==> src/rtl/m_shiftsequencer.sv <==
// Shift-count sequencer: loads a shift count (plain or scaled), counts it down
// in fine or coarse steps, and flags the final shift with a small IDLE/LOADED/RUN FSM.
module m_shiftsequencer #(
  parameter int W      = 5,
  parameter int COARSE = 4,
  parameter int LOADSH = 3
) (
  input  logic         clk,
  input  logic         rst_n,
  input  logic [1:0]   s_shiftsel,
  input  logic [W-1:0] B,
  input  logic         coarse_en,
  output logic         lastshift,
  output logic         rlastshift,
  output logic         step_coarse,
  output logic         busy,
  output logic         err,
  output logic [W-1:0] dbg_rshcnt
);

  localparam logic [1:0] OP_LOAD  = 2'b00;
  localparam logic [1:0] OP_SCALE = 2'b01;
  localparam logic [1:0] OP_COUNT = 2'b10;

  localparam logic [1:0] S_IDLE   = 2'b00;
  localparam logic [1:0] S_LOADED = 2'b01;
  localparam logic [1:0] S_RUN    = 2'b10;

  localparam logic [W-1:0] COARSE_W = W'(COARSE);

  logic [W-1:0] rshcnt, rshcnt_nxt, step, scaled;
  logic [1:0]   state, state_nxt;
  logic         is_count, is_load, cnt_zero;

  assign is_count = (s_shiftsel == OP_COUNT);
  assign is_load  = (s_shiftsel == OP_LOAD) || (s_shiftsel == OP_SCALE);
  assign cnt_zero = (rshcnt == '0);

  // rst_n gating keeps both strobes low during reset independent of the op.
  assign step_coarse = is_count & coarse_en & (rshcnt >= COARSE_W) & rst_n;
  assign lastshift   = is_count & cnt_zero & rst_n;

  assign step       = step_coarse ? COARSE_W : W'(1);
  assign scaled     = {B[W-LOADSH-1:0], {LOADSH{1'b0}}};
  assign dbg_rshcnt = rshcnt;

  always_comb begin
    rshcnt_nxt = rshcnt;
    state_nxt  = state;
    case (s_shiftsel)
      OP_LOAD: begin
        rshcnt_nxt = B;
        state_nxt  = S_LOADED;
      end
      OP_SCALE: begin
        rshcnt_nxt = scaled;
        state_nxt  = S_LOADED;
      end
      OP_COUNT: begin
        // Modulo-2^W subtraction: zero wraps to all ones.
        rshcnt_nxt = rshcnt - step;
        if (state != S_IDLE)
          state_nxt = cnt_zero ? S_IDLE : S_RUN;
      end
      default: ;
    endcase
  end

  always_ff @(posedge clk or negedge rst_n) begin
    if (!rst_n) begin
      rshcnt     <= '0;
      state      <= S_IDLE;
      busy       <= 1'b0;
      rlastshift <= 1'b0;
      err        <= 1'b0;
    end else begin
      rshcnt     <= rshcnt_nxt;
      state      <= state_nxt;
      busy       <= (state_nxt != S_IDLE);
      rlastshift <= lastshift;
      if (is_load)
        err <= 1'b0;
      else if (is_count && state == S_IDLE)
        err <= 1'b1;
    end
  end

endmodule

==> config.mk <==
export PLATFORM = sky130hd
export DESIGN_NAME = m_shiftsequencer
export DESIGN_NICKNAME = d
export VERILOG_FILES = /design/src/rtl/m_shiftsequencer.sv
export SDC_FILE = /design/constraint.sdc
export NUM_CORES = 1
export LEC_CHECK = 0
export CAP_MARGIN = 15
export CORE_UTILIZATION = 44
export DETAILED_ROUTE_END_ITERATION = 10
export GPL_TIMING_DRIVEN = 0
export PLACE_DENSITY = 0.76
export SYNTH_ARGS = -nofsm -noshare
export SYNTH_HDL_FRONTEND = slang
export SYNTH_SLANG_ARGS = --single-unit
==> constraint.sdc <==
create_clock -name clk -period 2.7 [get_ports clk]
set_clock_uncertainty 0.1 [all_clocks]
set_input_delay 0.54 -clock clk [delete_from_list [all_inputs] [get_ports clk]]
set_output_delay 0.54 -clock clk [all_outputs]
set_load 0.01 [all_outputs]
Word-level counts from Yosys, hierarchy flattened
Index checks and enable logic that the tools add are counted.
Word-level totals
  flip-flop bits (word level): 10
  input bits: 10
  output and inout bits: 10
  word-level logic and storage cells: 31
Operators by class
  add/sub/neg operators: 1
  order comparisons: 1
  equal/unequal tests: 2
  multiplexer cells: 7
  bitwise gates (word level): 5
  reduce and logical (&&, ||, !) cells: 10
Operators by type and width (count)
  5-bit one-hot mux with 3 select lines: 1
  2-bit nonzero test: 3
  1-bit AND: 5
  5-bit by 3-bit greater-or-equal comparator with 1-bit output (second input constant): 1
  5-bit logical NOT: 1
  5-bit by 3-bit subtractor with 5-bit output: 1
  2-bit logical NOT: 2
  2-bit 2-to-1 mux: 2
  2-bit one-hot mux with 2 select lines: 1
  3-bit 2-to-1 mux: 1
  3-bit nonzero test: 1
  2-bit by 1-bit equality test with 1-bit output (second input constant): 1
  2-bit equality test (second input constant): 1
  1-bit 2-to-1 mux: 2
  2-bit OR reduction: 1
  1-bit logical AND: 1
  1-bit logical OR: 1

Logic depth before layout (Yosys ltp)
Gate-level depths: netlist (run 1).
  depth in word-level cells: 7
  depth in mapped cells: 9
  mapped depth without buffers: 9

Worst setup path before layout (run 1)
OpenSTA, ideal clock, no wires.
  path kind: input port to flip-flop
  from: input port s_shiftsel[0]
  to: register rshcnt[4] (netlist: dbg_rshcnt[4])
  library setup time: 64 ps
  arrival time: 2250 ps
  data required time: 2536 ps
  slack: 286 ps
  stages on the path: 8
  buffers on the path: 0
  cell sequence: inv_1 -> ha_1 -> nand4_1 -> ha_1 -> nand2b_2 -> or4_4 -> a311oi_2 -> a21o_1
On the way
  longest elaborated chain between the ends: 7
  elaborated cells on any way between the ends: 10
  classes of those cells: add/sub (1); eq/ne (2); mux (2); bitwise (3); reduce/logical (2)
RTL lines
  start: declaration: line 10  | input logic [1:0] s_shiftsel,
  2-bit equality test: line 35, 50
  1-bit AND (3 in a row): line 40  | assign step_coarse = is_count & coarse_en & (rshcnt >= COARSE_W) & rst_n;
  3-bit 2-to-1 mux: line 43  | assign step = step_coarse ? COARSE_W : W'(1);
  5-bit by 3-bit subtractor with 5-bit output: line 61  | rshcnt_nxt = rshcnt - step;
  5-bit one-hot mux with 3 select lines: line 50  | case (s_shiftsel)
  end signal: assignment: line 77  | rshcnt <= rshcnt_nxt;
  end: declaration: line 31  | logic [W-1:0] rshcnt, rshcnt_nxt, step, scaled;
Several ways; a longest one is shown, not always the timed one.
A chain may end at the register's enable or synchronous reset.

Worst setup path after layout (run 1)
  from: input port s_shiftsel[0]
  to: output port step_coarse
On the way
  longest elaborated chain between the ends: 4
RTL lines
  2-bit equality test: line 35  | assign is_count = (s_shiftsel == OP_COUNT);
  1-bit AND (3 in a row): line 40
  end: declaration: line 15  | output logic step_coarse,
No other way between the ends.

==> results.ini, run 1 <==
[logic_synthesis]
synthAdderAreaFrac_pct = 15.5
synth_seq_cells = 10
synth_area_sq_um = 646
synthSimpleGateAreaFrac_pct = 20.5
syn_inst = 74
synth_fp_nets = 92
synth_top_cell_by_area = dfrtp_1
synth.avg_cell_area_sq_um = 8.72
synth_top_area_share_pct = 38.8
synthDistinctLibCells = 23
synth_top_family_by_area = simple AND/OR/NAND/NOR gates
synth_compound_area_share_pct = 19.8
synth_xor_area_share_pct = 0
synth.area.top_cells = dfrtp_1 (39%), ha_1 (16%), nor2_1 (6.4%)
synthMuxAreaShare_pct = 0
yosysSeqAreaShare_pct = 38.8
ys_warn_count = 0

[global_routing]
overflow = 0
grt_usage_pct = 23.3
grt_pass1_wl_microns = 2410
grt_max_degree = 13
grt_pass1_vias = 582
antenna_found_initial = 0

[timing]
hold_viol = 0
worst_slack_ns = 0.160
rsz0062_at_grt = false
relSlewSlack_pct = 79.7
post-route-min-period_ns = 2.54
setup_violations = 0
slew_violations = 0
max_freq_ghz = 0.394
worst_pin_slew_ns = 0.300
finalCritPeriodShare_pct = 94.1

[die]
initial_core_util_pct = 48.4
top_level_ports = 20
die_w_microns = 40.3
core_area_sq_mm = 0.00133
fp.dieArea_sq_mm = 0.00162
die_h_microns = 40.3
fp-row-count = 13

[clocking]
clk_path_buf_depth = 2
cts_inserted_buffers = 3
cts_max_level = 1
root_buffer = clkbuf_4
clock_latency_ns = 0.27
cts_tree = built
cts.sinks = 10
clkSlewWorstSetupHoldPaths_ns = 0.07
ctsHoldBuffers = 0

[layout]
layout-drive-gt1-share_pct = 13.3
utilization_pct = 67.6
nFillCells = 104
diodes = 0
synthToLayoutAreaGrowth_pct = 39.7
layout.cells.most_common = clkdlybuf4s50_1
fin_nets = 117
mostFrequentLayoutCells = clkdlybuf4s50_1 (15), nor2_1 (11), dfrtp_1 (10)

[critical_path]
path_delay_family = buffers and inverters
worstSetupEndpointType = output port
cp.arrival_ns = 1.90
required_ns = 2.06
critPathMaxStageDelay_ns = 0.53
path_max_fanout = 8
setup.worst_path.start = s_shiftsel[0]
path_class = input port to output port
slowest_stage = clkdlybuf4s50_1
rr_startpoint = dbg_rshcnt[2]
crit_buf_inv = 4
startpoint_type = input port
path_cells = dlygate4sd2_1, inv_2, ha_4, nand4_1, inv_1, clkdlybuf4s50_1

[drt]
wl_per_cell_microns = 12.9
drt_iter0_drc = 5
viasPerCell = 5.27
first_pass_iters = 4
vias = 596
ant_nets = 0
drc = 0
drt-total-wl_microns = 1460

[pwr]
ir_worst_vdd_v = 0.000274
p_per_area_mw_per_mm2 = 522
cellLeakagePower_uw = 0.000417

[place]
dp_hpwl_microns = 1050
dp_slack_ns = -0.472
port_buffers = 19
gp_congestion = 0.843

[job]
cap_violations = 0

[hold_path]
hp-class = input port to asynchronous set/reset pin

[status]
status = finished, final reports clean

[where the power goes]
group	internal, uW	switching (uW)	total [uW]	leakage, uW
sequential	168	15.0	183	0.000125
combinational	77.3	70.8	148	0.000270
clock	82.1	57.8	140	0.0000210
total	327	144	471	0.000417
[area by class of cell]
type	count	area (sq um)	area share (%)
Buffer	1	5.00	0.555
Clock buffer	4	36.3	4.02
Inverter	8	30.0	3.33
Multi-Input combinational cell	55	373	41.3
Sequential cell	10	250	27.7
Tap cell	15	18.8	2.08
Timing Repair Buffer	20	189	20.9
[cell usage after synthesis]
library cell and n:
a21boi_0 1, a21o_1 1, a21oi_1 7, a221oi_1 1
a311oi_2 1, clkbuf_2 1, dfrtp_1 10, ha_1 8
inv_1 8, nand2_1 8, nand2b_1 1, nand2b_2 1
nand4_1 1, nor2_1 11, nor2b_1 1, nor3_1 2
o21ai_0 4, o21bai_1 1, o22ai_1 1, o311a_2 1
o311ai_0 1, or3_1 2, or4_4 1
[cells by family (layout without fill, tap and decap cells)]
group,count (synthesis),count (layout)
DFF,10,10
and+or+nand+nor,28,28
adders and majority gates,8,8
AOI/OAI and AO/OA,19,19
buffers and inverters,9,33
[timing repair]
item / in CTS / in global routing
endpoints found under the hold margin: 0 / 0
buffers inserted: 1 / 0
endpoints found under the setup margin: 5 / 3
gates resized for setup: 7 / 2
[per-layer routing]
metal	vias up	share of wire [%]	track usage (%)	routed length, microns
met4	0	1.4	11.7	21
met3	4	6.6	7.78	97
met1	271	49	28.9	715
met5	-	0	0	0
li1	302	-	-	-
met2	19	43	35.9	628
[through the flow]
stage	power [uW]	instance area, sq um	TNS (ns)	cells	hold slack, ns
after CTS	474	906	0	113	0.263
after global placement	324	855	-1.54	108	0.389
after detailed placement	328	855	-1.76	108	0.424
after global routing	501	902	0	113	0.0527
after floorplan	260	646	0	74	0.144
final	471	902	0	113	0.0433
[worst register-to-register path: stages, from the launching register on]
cell,delay (ns)
dfrtp_1,0.41
or3_1,0.37
nand4_1,0.15
ha_1,0.19
ha_1,0.17
nor2b_1,0.08
or4_4,0.42
a311oi_2,0.24
a21o_1,0.11
[registers in the layout (all words and copies together) (netlist names)]
register and flops:
dbg_rshcnt 5, state 2, busy 1, err 1
rlastshift 1
[path summary, 6_finish.rpt]
kind | to | slack (ns) | cells after the start
min reg2reg | state[1] | 0.44 | 2
min | dbg_rshcnt[0] | 0.04 | 1
max in group asynchronous | busy | 2.22 | 1
min in group clk | state[1] | 0.44 | 2
max | step_coarse | 0.16 | 6
max reg2reg | dbg_rshcnt[4] | 0.38 | 8
Power figures use the tool's default switching activity.
==> inputs of run 2 (changes only) <==
- HOLD_SLACK_MARGIN: not set -> 0.15
==> run 2 against run 1 <==
Against the previous run: sequential cell count stayed put; cell area grew 1.1%; core utilization increased by 0.75 points; first-iteration DRC count up 40%; critical endpoint unchanged; power about the same; hold slack better by 0.38 ns; highest routed layer unchanged; sequential power hardly changed; clock power hardly changed; register-to-register slack about the same; non-clock buffer count up 1.
==> results.ini, run 2 (same netlist as run 1, synthesis figures left out) <==
[critical_path]
required_ns = 2.06  ; about the same
rr_startpoint = dbg_rshcnt[2]
startpoint_type = input port
cp.arrival_ns = 1.89  ; about the same
path_class = input port to output port
worstSetupEndpointType = output port
setup.worst_path.start = s_shiftsel[0]
path_max_fanout = 8  ; unchanged

[clocking]
cts_tree = built
clk_path_buf_depth = 2  ; unchanged
clock_latency_ns = 0.27  ; about the same
clkSlewWorstSetupHoldPaths_ns = 0.07  ; about the same
cts_inserted_buffers = 3  ; unchanged
root_buffer = clkbuf_4
cts.sinks = 10  ; unchanged
cts_max_level = 1  ; unchanged

[drt]
drt-total-wl_microns = 1470  ; +0.75%
wl_per_cell_microns = 12.9  ; -0.13%
drt_iter0_drc = 7  ; +2
viasPerCell = 5.24  ; -0.71%
first_pass_iters = 4  ; unchanged
drc = 0  ; unchanged
ant_nets = 0  ; unchanged
vias = 597  ; +0.17%

[global_routing]
grt_usage_pct = 23.3  ; unchanged
antenna_found_initial = 0  ; unchanged
grt_pass1_vias = 582  ; unchanged
grt_pass1_wl_microns = 2410  ; unchanged
grt_max_degree = 13  ; unchanged
overflow = 0  ; unchanged

[hold_path]
hp-class = input port to flop
min_from = rst_n

[layout]
mostFrequentLayoutCells = clkdlybuf4s50_1 (15), nor2_1 (11), dfrtp_1 (10)
layout.cells.most_common = clkdlybuf4s50_1
synthToLayoutAreaGrowth_pct = 41.3
largest_reg_flops = 5  ; unchanged
final-instance-count-excl-fill = 114  ; +0.88%
fin_nets = 118  ; +0.85%
diodes = 0  ; unchanged
multi_input_area_sq_um = 373  ; unchanged
nFillCells = 104  ; unchanged
layout-drive-gt1-share_pct = 13.1  ; -0.13 points
regArea_sq_um = 250  ; unchanged

[die]
top_level_ports = 20  ; unchanged
core_area_sq_mm = 0.00133  ; unchanged
die_w_microns = 40.3  ; unchanged
initial_core_util_pct = 48.4  ; unchanged
fp.dieArea_sq_mm = 0.00162  ; unchanged
fp-row-count = 13  ; unchanged
die_h_microns = 40.3  ; unchanged

[pwr]
power_frac_comb_pct = 31.6  ; about the same
power_frac_seq_pct = 38.8  ; about the same
p_int_uw = 328  ; +0.30%
switching_power_uw = 143  ; -0.68%
ir_worst_vdd_v = 0.000274  ; about the same
cellLeakagePower_uw = 0.000421  ; +1.0%
switching_share_pct = 30.3  ; -0.21 points
pwr-share-clk_pct = 29.6  ; about the same
p_per_area_mw_per_mm2 = 516  ; -1.1%

[timing]
slew_violations = 0  ; unchanged
hold_viol = 0  ; unchanged
max_freq_ghz = 0.395  ; +0.26%
relSlewSlack_pct = 67.9  ; -12 points
worst_pin_slew_ns = 0.480  ; +0.179 ns
post-route-min-period_ns = 2.53  ; -0.00660 ns
setup_tns_ns = 0  ; unchanged
rsz0062_at_grt = false
setup_violations = 0  ; unchanged
finalCritPeriodShare_pct = 93.8  ; -0.24 points

[place]
place_inst = 108  ; unchanged
dp_hpwl_microns = 1050  ; unchanged
gp_congestion = 0.843  ; unchanged
port_buffers = 19  ; unchanged

[status]
status = finished, final reports clean

[job]
cap_violations = 0  ; unchanged

## run 2: through the flow
step	total power, uW	hold WS (ns)	setup slack, ns	utilization, %	area (sq um)
after global placement	324	0.389	-0.441	64.1	855
after CTS	474	0.263	0.0369	67.9	906
after global routing	503	0.416	0.0706	68.4	912
after detailed placement	328	0.424	-0.472	64.1	855
after floorplan	260	0.144	0.286	-	646
final	471	0.421	0.167	68.4	912
## run 2: layer usage
metal  GRT usage (%)  wire length, microns
met4            11.7                    21
met2            35.9                   676
met1            28.9                   678
met5               0                     0
met3            7.78                    96
## run 2: worst max-delay path, stage by stage
cell and delay [ns]:
dlygate4sd2_1 0.28, inv_2 0.10, ha_4 0.19, nand4_1 0.17, inv_1 0.09, clkdlybuf4s50_1 0.53
## run 2: worst paths after layout
kind	slack, ns	endpoint	depth (start not counted)
worst max-delay path	0.17	step_coarse	6
worst min register to register	0.44	state[1]	2
worst min-delay path	0.42	rlastshift	3
min in group asynchronous	0.70	dbg_rshcnt[3]	2
worst max register to register	0.38	dbg_rshcnt[4]	8
max in group asynchronous	1.48	err	2
## run 2: cell type report
cell class	count	area share, %
multi-input combinational	55	40.9
sequential	10	27.4
timing repair buffer	21	21.8
clock buffer	4	3.98
inverter	8	3.29
tap	15	2.06
buffer	1	0.549
## run 2: repair_timing
item	in CTS	in global routing
setup buffers	1	0
endpoints found under the hold margin	0	10
hold buffers	0	1
endpoints found under the setup margin	5	3
resized for setup	7	2
## run 2: power groups by stage
| stage | Sequential, uW | Clock (uW) | Combinational (uW) |
|---|---|---|---|
| floorplan | 192 | 0 | 68.4 |
| global placement | 187 | 0 | 137 |
| detailed placement | 188 | 0 | 139 |
| CTS | 183 | 143 | 148 |
| global route | 185 | 151 | 167 |
| finish | 183 | 139 | 149 |
==> inputs of run 3 (changes only) <==
- CORE_UTILIZATION: 44 -> 47
- CTS_BUF_LIST: not set -> sky130_fd_sc_hd__clkbuf_8
- PLACE_DENSITY: 0.76 -> 0.8
==> run 3 against run 2 <==
Against the previous run: via count up 3.2%; hold slack got worse by 0.16 ns; sequential cell count did not move; routed wire length increased by 8.8%; critical path depth grew 1; final cell count shrank 2.6%; die area down 6.1%; cell area increased by 2.2%; sequential share of layout area decreased by 0.59 points; critical path type is now input port to flop; largest cell class unchanged.
==> results.ini, run 3 (same netlist as run 1, synthesis figures left out) <==
[status]
status = finished, final reports clean

[hold_path]
hp-class = input port to asynchronous set/reset pin

[timing]
hold_viol = 0  ; unchanged
post-route-min-period_ns = 2.56  ; +0.0270 ns
slew_violations = 0  ; unchanged
relSlewSlack_pct = 65.0  ; -2.9 points
worst_pin_slew_ns = 0.524  ; +0.0449 ns
setup_violations = 0  ; unchanged
rsz0062_at_grt = false
max_freq_ghz = 0.391  ; -1.1%
worst_slack_ns = 0.140  ; -0.0270 ns
finalCritPeriodShare_pct = 94.8  ; +1.0 points

[global_routing]
overflow = 0  ; unchanged
grt_usage_pct = 23.8  ; +0.48 points
grt_pass1_vias = 587  ; +0.86%
antenna_found_initial = 0  ; unchanged
grt_pass1_wl_microns = 2390  ; -0.58%
grt_max_degree = 13  ; unchanged

[clocking]
cts_max_level = 1  ; unchanged
clk_path_buf_depth = 2  ; unchanged
cts.sinks = 10  ; unchanged
cts_tree = built
clock_latency_ns = 0.23  ; -0.04 ns
clkSlewWorstSetupHoldPaths_ns = 0.05  ; -0.02 ns
cts_inserted_buffers = 3  ; unchanged
ctsHoldBuffers = 0  ; unchanged
root_buffer = clkbuf_8

[drt]
wl_per_cell_microns = 14.4  ; +12%
drc = 0  ; unchanged
vias = 616  ; +3.2%
viasPerCell = 5.55  ; +6.0%
first_pass_iters = 4  ; unchanged
drt_iter0_drc = 14  ; +7
ant_nets = 0  ; unchanged
drt-total-wl_microns = 1600  ; +8.8%

[layout]
mostFrequentLayoutCells = clkdlybuf4s50_1 (14), nor2_1 (11), dfrtp_1 (10)
diodes = 0  ; unchanged
layout-drive-gt1-share_pct = 13.4  ; +0.27 points
largest_reg_flops = 5  ; unchanged
layout.cells.most_common = clkdlybuf4s50_1
fin_area_sq_um = 932  ; +2.2%
synthToLayoutAreaGrowth_pct = 44.4
final-instance-count-excl-fill = 111  ; -2.6%
fin_nets = 117  ; -0.85%

[place]
place_inst = 107  ; -0.93%
gp_congestion = 0.820  ; -2.8%
port_buffers = 19  ; unchanged
dp_slack_ns = -0.435  ; +0.0371 ns
post_dp_cell_area_sq_um = 853  ; -0.15%
dp_hpwl_microns = 1110  ; +5.8%

[critical_path]
path_delay_family = simple AND/OR/NAND/NOR gates
slowest_stage = clkdlybuf4s15_1
path_cells = clkdlybuf4s15_1, nand4_1, ha_4, nand2b_2, or4_4, a311oi_2, a21o_1
startpoint_type = input port
reg2reg_slack_ns = 0.22  ; -0.16 ns
reg2reg_depth = 8  ; unchanged
worstSetupEndpointType = flop
cp.arrival_ns = 2.63  ; +0.74 ns
r2r-end = dbg_rshcnt[4]
path_class = input port to flop
rr_startpoint = dbg_rshcnt[3]
crit_cells = 7  ; +1
setup.worst_path.start = rst_n
critPathMaxStageDelay_ns = 0.50  ; -0.03 ns
crit_buf_inv = 1  ; -3
path_max_fanout = 12  ; +4
required_ns = 2.77  ; +0.71 ns

[die]
die_h_microns = 39.1  ; -3.1%
die_w_microns = 39.1  ; -3.1%
initial_core_util_pct = 54.4  ; +6.0 points
core_area_sq_mm = 0.00119  ; -11%
top_level_ports = 20  ; unchanged
fp.dieArea_sq_mm = 0.00153  ; -6.1%
fp-row-count = 12  ; -1

[job]
cap_violations = 0  ; unchanged

[pwr]
pwr-share-clk_pct = 30.9  ; +1.3 points
power_frac_comb_pct = 31.0  ; -0.6 points
power_frac_seq_pct = 38.1  ; -0.7 points
fin_total_pwr_uw = 492  ; +4.5%
cellLeakagePower_uw = 0.000441  ; +4.7%
switching_power_uw = 145  ; +1.8%
p_per_area_mw_per_mm2 = 528  ; +2.3%
ir_worst_vdd_v = 0.000299  ; +9.3%
switching_share_pct = 29.5  ; -0.79 points
p_int_uw = 347  ; +5.7%

[run 3: timing repair]
item | in CTS | in global routing
pin swaps | 0 | 2
setup endpoints to repair | 5 | 3
buffers inserted | 0 | 1
resized for setup | 7 | 6
[run 3: through the flow]
stage	hold WS, ns	util (%)	TNS [ns]
floorplan	0.144	-	0
global placement	0.393	71.9	-1.49
detailed placement	0.432	71.9	-1.49
finish	0.258	78.6	0
CTS	0.296	76.4	0
global route	0.293	78.6	0
[run 3: routing by layer]
layer | up-vias | wire, microns | GRT usage, %
met1 | 294 | 737 | 26.4
met2 | 18 | 803 | 43.3
met4 | 0 | 6 | 11.2
met5 | - | 0 | 0
met3 | 2 | 55 | 3.47
li1 | 302 | - | -
[run 3: area by class of cell]
cell class | count | area [sq um]
multi-input combinational | 55 | 388
fill | 86 | 254
sequential | 10 | 250
timing repair buffer | 20 | 200
clock buffer | 3 | 41.3
inverter | 8 | 30.0
tap | 14 | 17.5
buffer | 1 | 5.00
[run 3: worst max path at each step]
| stage | end |
|---|---|
| global route | dbg_rshcnt[4] |
| floorplan | dbg_rshcnt[4] |
| finish | dbg_rshcnt[4] |
| CTS | dbg_rshcnt[4] |
| detailed placement | dbg_rshcnt[4] |
| global placement | dbg_rshcnt[4] |
[run 3: worst reg2reg max path, cell delays in order, from the launching register on]
cell	delay (ns)
dfrtp_1	0.44
or3_1	0.41
nand4_1	0.19
ha_1	0.21
ha_1	0.21
nor2b_2	0.08
or4_4	0.41
a311oi_2	0.25
a21o_1	0.12
[run 3: power by group through the flow]
| stage | Combinational (uW) | Clock, uW | Sequential, uW |
|---|---|---|---|
| 2_1_floorplan | 68.4 | 0 | 192 |
| 3_3_place_gp | 137 | 0 | 187 |
| 3_5_place_dp | 140 | 0 | 188 |
| 4_1_cts | 142 | 157 | 186 |
| 5_1_grt | 166 | 165 | 189 |
| 6_report | 153 | 152 | 187 |
==> RTL change, RTL diff (config.mk and constraints of run 1) <==
Register the output `dbg_rshcnt` once more, with the module's reset; this adds one clock of latency there. The other outputs are not delayed to match.
--- a/src/rtl/m_shiftsequencer.sv
+++ b/src/rtl/m_shiftsequencer.sv
@@ -44,3 +44,9 @@
   assign scaled     = {B[W-LOADSH-1:0], {LOADSH{1'b0}}};
-  assign dbg_rshcnt = rshcnt;
+  always_ff @(posedge clk or negedge rst_n) begin
+    if (!rst_n) begin
+      dbg_rshcnt <= '0;
+    end else begin
+      dbg_rshcnt <= rshcnt;
+    end
+  end
 
Function: changed (Yosys sat finds a counterexample within 4 cycles, from zero or initial values and one cycle with rst_n low).
==> RTL change against run 1 <==
Design area is 13% higher. Sequential power increased by 50%. Area after synthesis increased by 19%. Total power increased by 15%. Core utilization shrank 3.0 points. Sequential cell count up 5. Wire length fell by 2.6%. Worst setup slack barely moved. Critical endpoint unchanged. Largest cell class is now registers. Largest power group unchanged.
==> RTL change: results (changes against run 1) <==
run_status:
  status: "finished clean"  # unchanged
yosys:
  synth.distinct_cells: 23  # unchanged
  synth-compound-area-share_pct: 16.56  # was 19.77%
  ys_ff_latch: 15  # was 10
  synth_fa_ha_area_share_pct: 12.99  # was 15.50%
  synthXorXnorAreaFrac_pct: 0  # unchanged
  synth_area_leaders: "dfrtp_1, ha_1, nor2_1, a21oi_1, inv_1"  # unchanged
  synthArstFlopShare_pct: 100.0  # unchanged
  seq_area_frac_synth_pct: 48.70  # was 38.76%
  synth.net_count: 97  # was 92
  synth_common_cells: "dfrtp_1, nor2_1, ha_1, inv_1, nand2_1"  # was nor2_1, dfrtp_1, ha_1, inv_1, nand2_1
global_routing:
  grt_antenna_before_repair: 0  # unchanged
  grtUsageTotal_pct: 16.55  # was 23.29%
  grt_pass1_wl_um: 2270  # was 2408 um
  grt_max_degree: 18  # was 13
  grt_pass1_vias: 543  # was 582
cells_and_area:
  layout-drive-gt1-share_pct: 11.76  # was 13.27%
  antenna_cells: 0  # unchanged
  fillerInstances: 133  # was 104
  layout.nets: 121  # was 117
critical_path:
  worst_path_max_delay_cell: "clkdlybuf4s50_1"  # unchanged
  critPathMaxStageDelay_ns: 0.53  # about the same
  crit_fanout: 8  # unchanged
  worstPathArrival_ns: 1.90  # about the same
clock_network:
  clk_path_buf_depth: 2  # unchanged
  h-tree-depth: 1  # unchanged
  clkSlewWorstSetupHoldPaths_ns: 0.09  # was 0.07 ns
drt:
  drtIter0Drc: 8  # was 5
  wl_per_cell_um: 12.07  # was 12.94 um
  avgViaCountPerCell: 5.280  # was 5.274
  drt_first_pass_iters: 6  # was 4
placement:
  place_ws_ns: -0.6550  # was -0.4723 ns
  place.gp.congestion: 0.8582  # was 0.8434
  dp_hpwl_um: 1066  # was 1052 um
  numPortBuffers: 19  # unchanged
sta:
  tightest_slew_ns: 0.4028  # was 0.3003 ns
power:
  peakVddDrop_mv: 0.2456  # was 0.2737 mV
  p_leak_nw: 0.4674  # was 0.4166 nW
  p_int_w: 0.0003863  # was 0.0003273 W
min_path:
  hp-class: "input port to asynchronous set/reset pin"  # unchanged
RTL change: changes by cell type after synthesis, sizes merged:
| cell | change |
|---|---|
| dfrtp | +5 |
RTL change: power by group through the flow:
stage | Sequential (W) | Clock [W] | Combinational [W]
after detailed placement | 0.000279 | 0 | 0.000141
final | 0.000274 | 0.000125 | 0.000141
after global placement | 0.000277 | 0 | 0.000138
after global routing | 0.000278 | 0.000140 | 0.000157
after CTS | 0.000274 | 0.000129 | 0.000142
after floorplan | 0.000281 | 0 | 0.0000684
RTL change: through the flow:
step	power (W)	util, %	std cells	setup TNS [ns]	area (um^2)
global placement	0.0004151	62.22	114	-2.234	980.9
global route	0.0005757	64.60	118	0	1018
detailed placement	0.0004195	62.22	114	-2.521	980.9
floorplan	0.0003499	-	79	0	770.7
finish	0.0005407	64.60	118	0	1018
CTS	0.0005455	64.60	118	0	1018
RTL change: path summary, 6_finish.rpt:
path,start,slack [ns],cells after the start,endpoint
setup / recovery,s_shiftsel[0],0.16,6,step_coarse
hold / removal,rst_n,0.16,1,dbg_rshcnt[4]
setup reg to reg,rshcnt[3],0.32,8,rshcnt[4]
hold reg to reg,rshcnt[0],0.32,0,dbg_rshcnt[0]
max in group asynchronous,rst_n,2.03,1,rshcnt[3]
min in group clk,rshcnt[0],0.32,0,dbg_rshcnt[0]
RTL change: area by class of cell:
class                      instances  area (um^2)  area share, %
buffer                             1        5.005         0.4914
inverter                           8        30.03          2.948
sequential                        15        376.6          36.98
timing repair buffer              19        187.7          18.43
multi-input combinational         55        372.9          36.61
clock buffer                       4        26.28          2.580
tap                               16        20.02          1.966
RTL change: cells by family after synthesis:
family | after synthesis
buffers and inverters | 9
adder cells (fa/ha/maj) | 8
AO/OA/AOI/OAI | 19
flip-flops | 15
AND/OR/NAND/NOR | 28
RTL change: routing by layer:
layer | up-vias | GRT usage [%] | wire length (um)
li1 | 319 | - | -
met1 | 283 | 21.64 | 710
met2 | 17 | 26.27 | 640
met3 | 4 | 1.250 | 47
met4 | 0 | 10.91 | 26
met5 | - | 0 | 0
RTL change: what timing repair did:
| action | in CTS | in global routing |
|---|---|---|
| resized for setup | 11 | 0 |
| endpoints found under the setup margin | 5 | 0 |
| setup buffers | 0 | 0 |
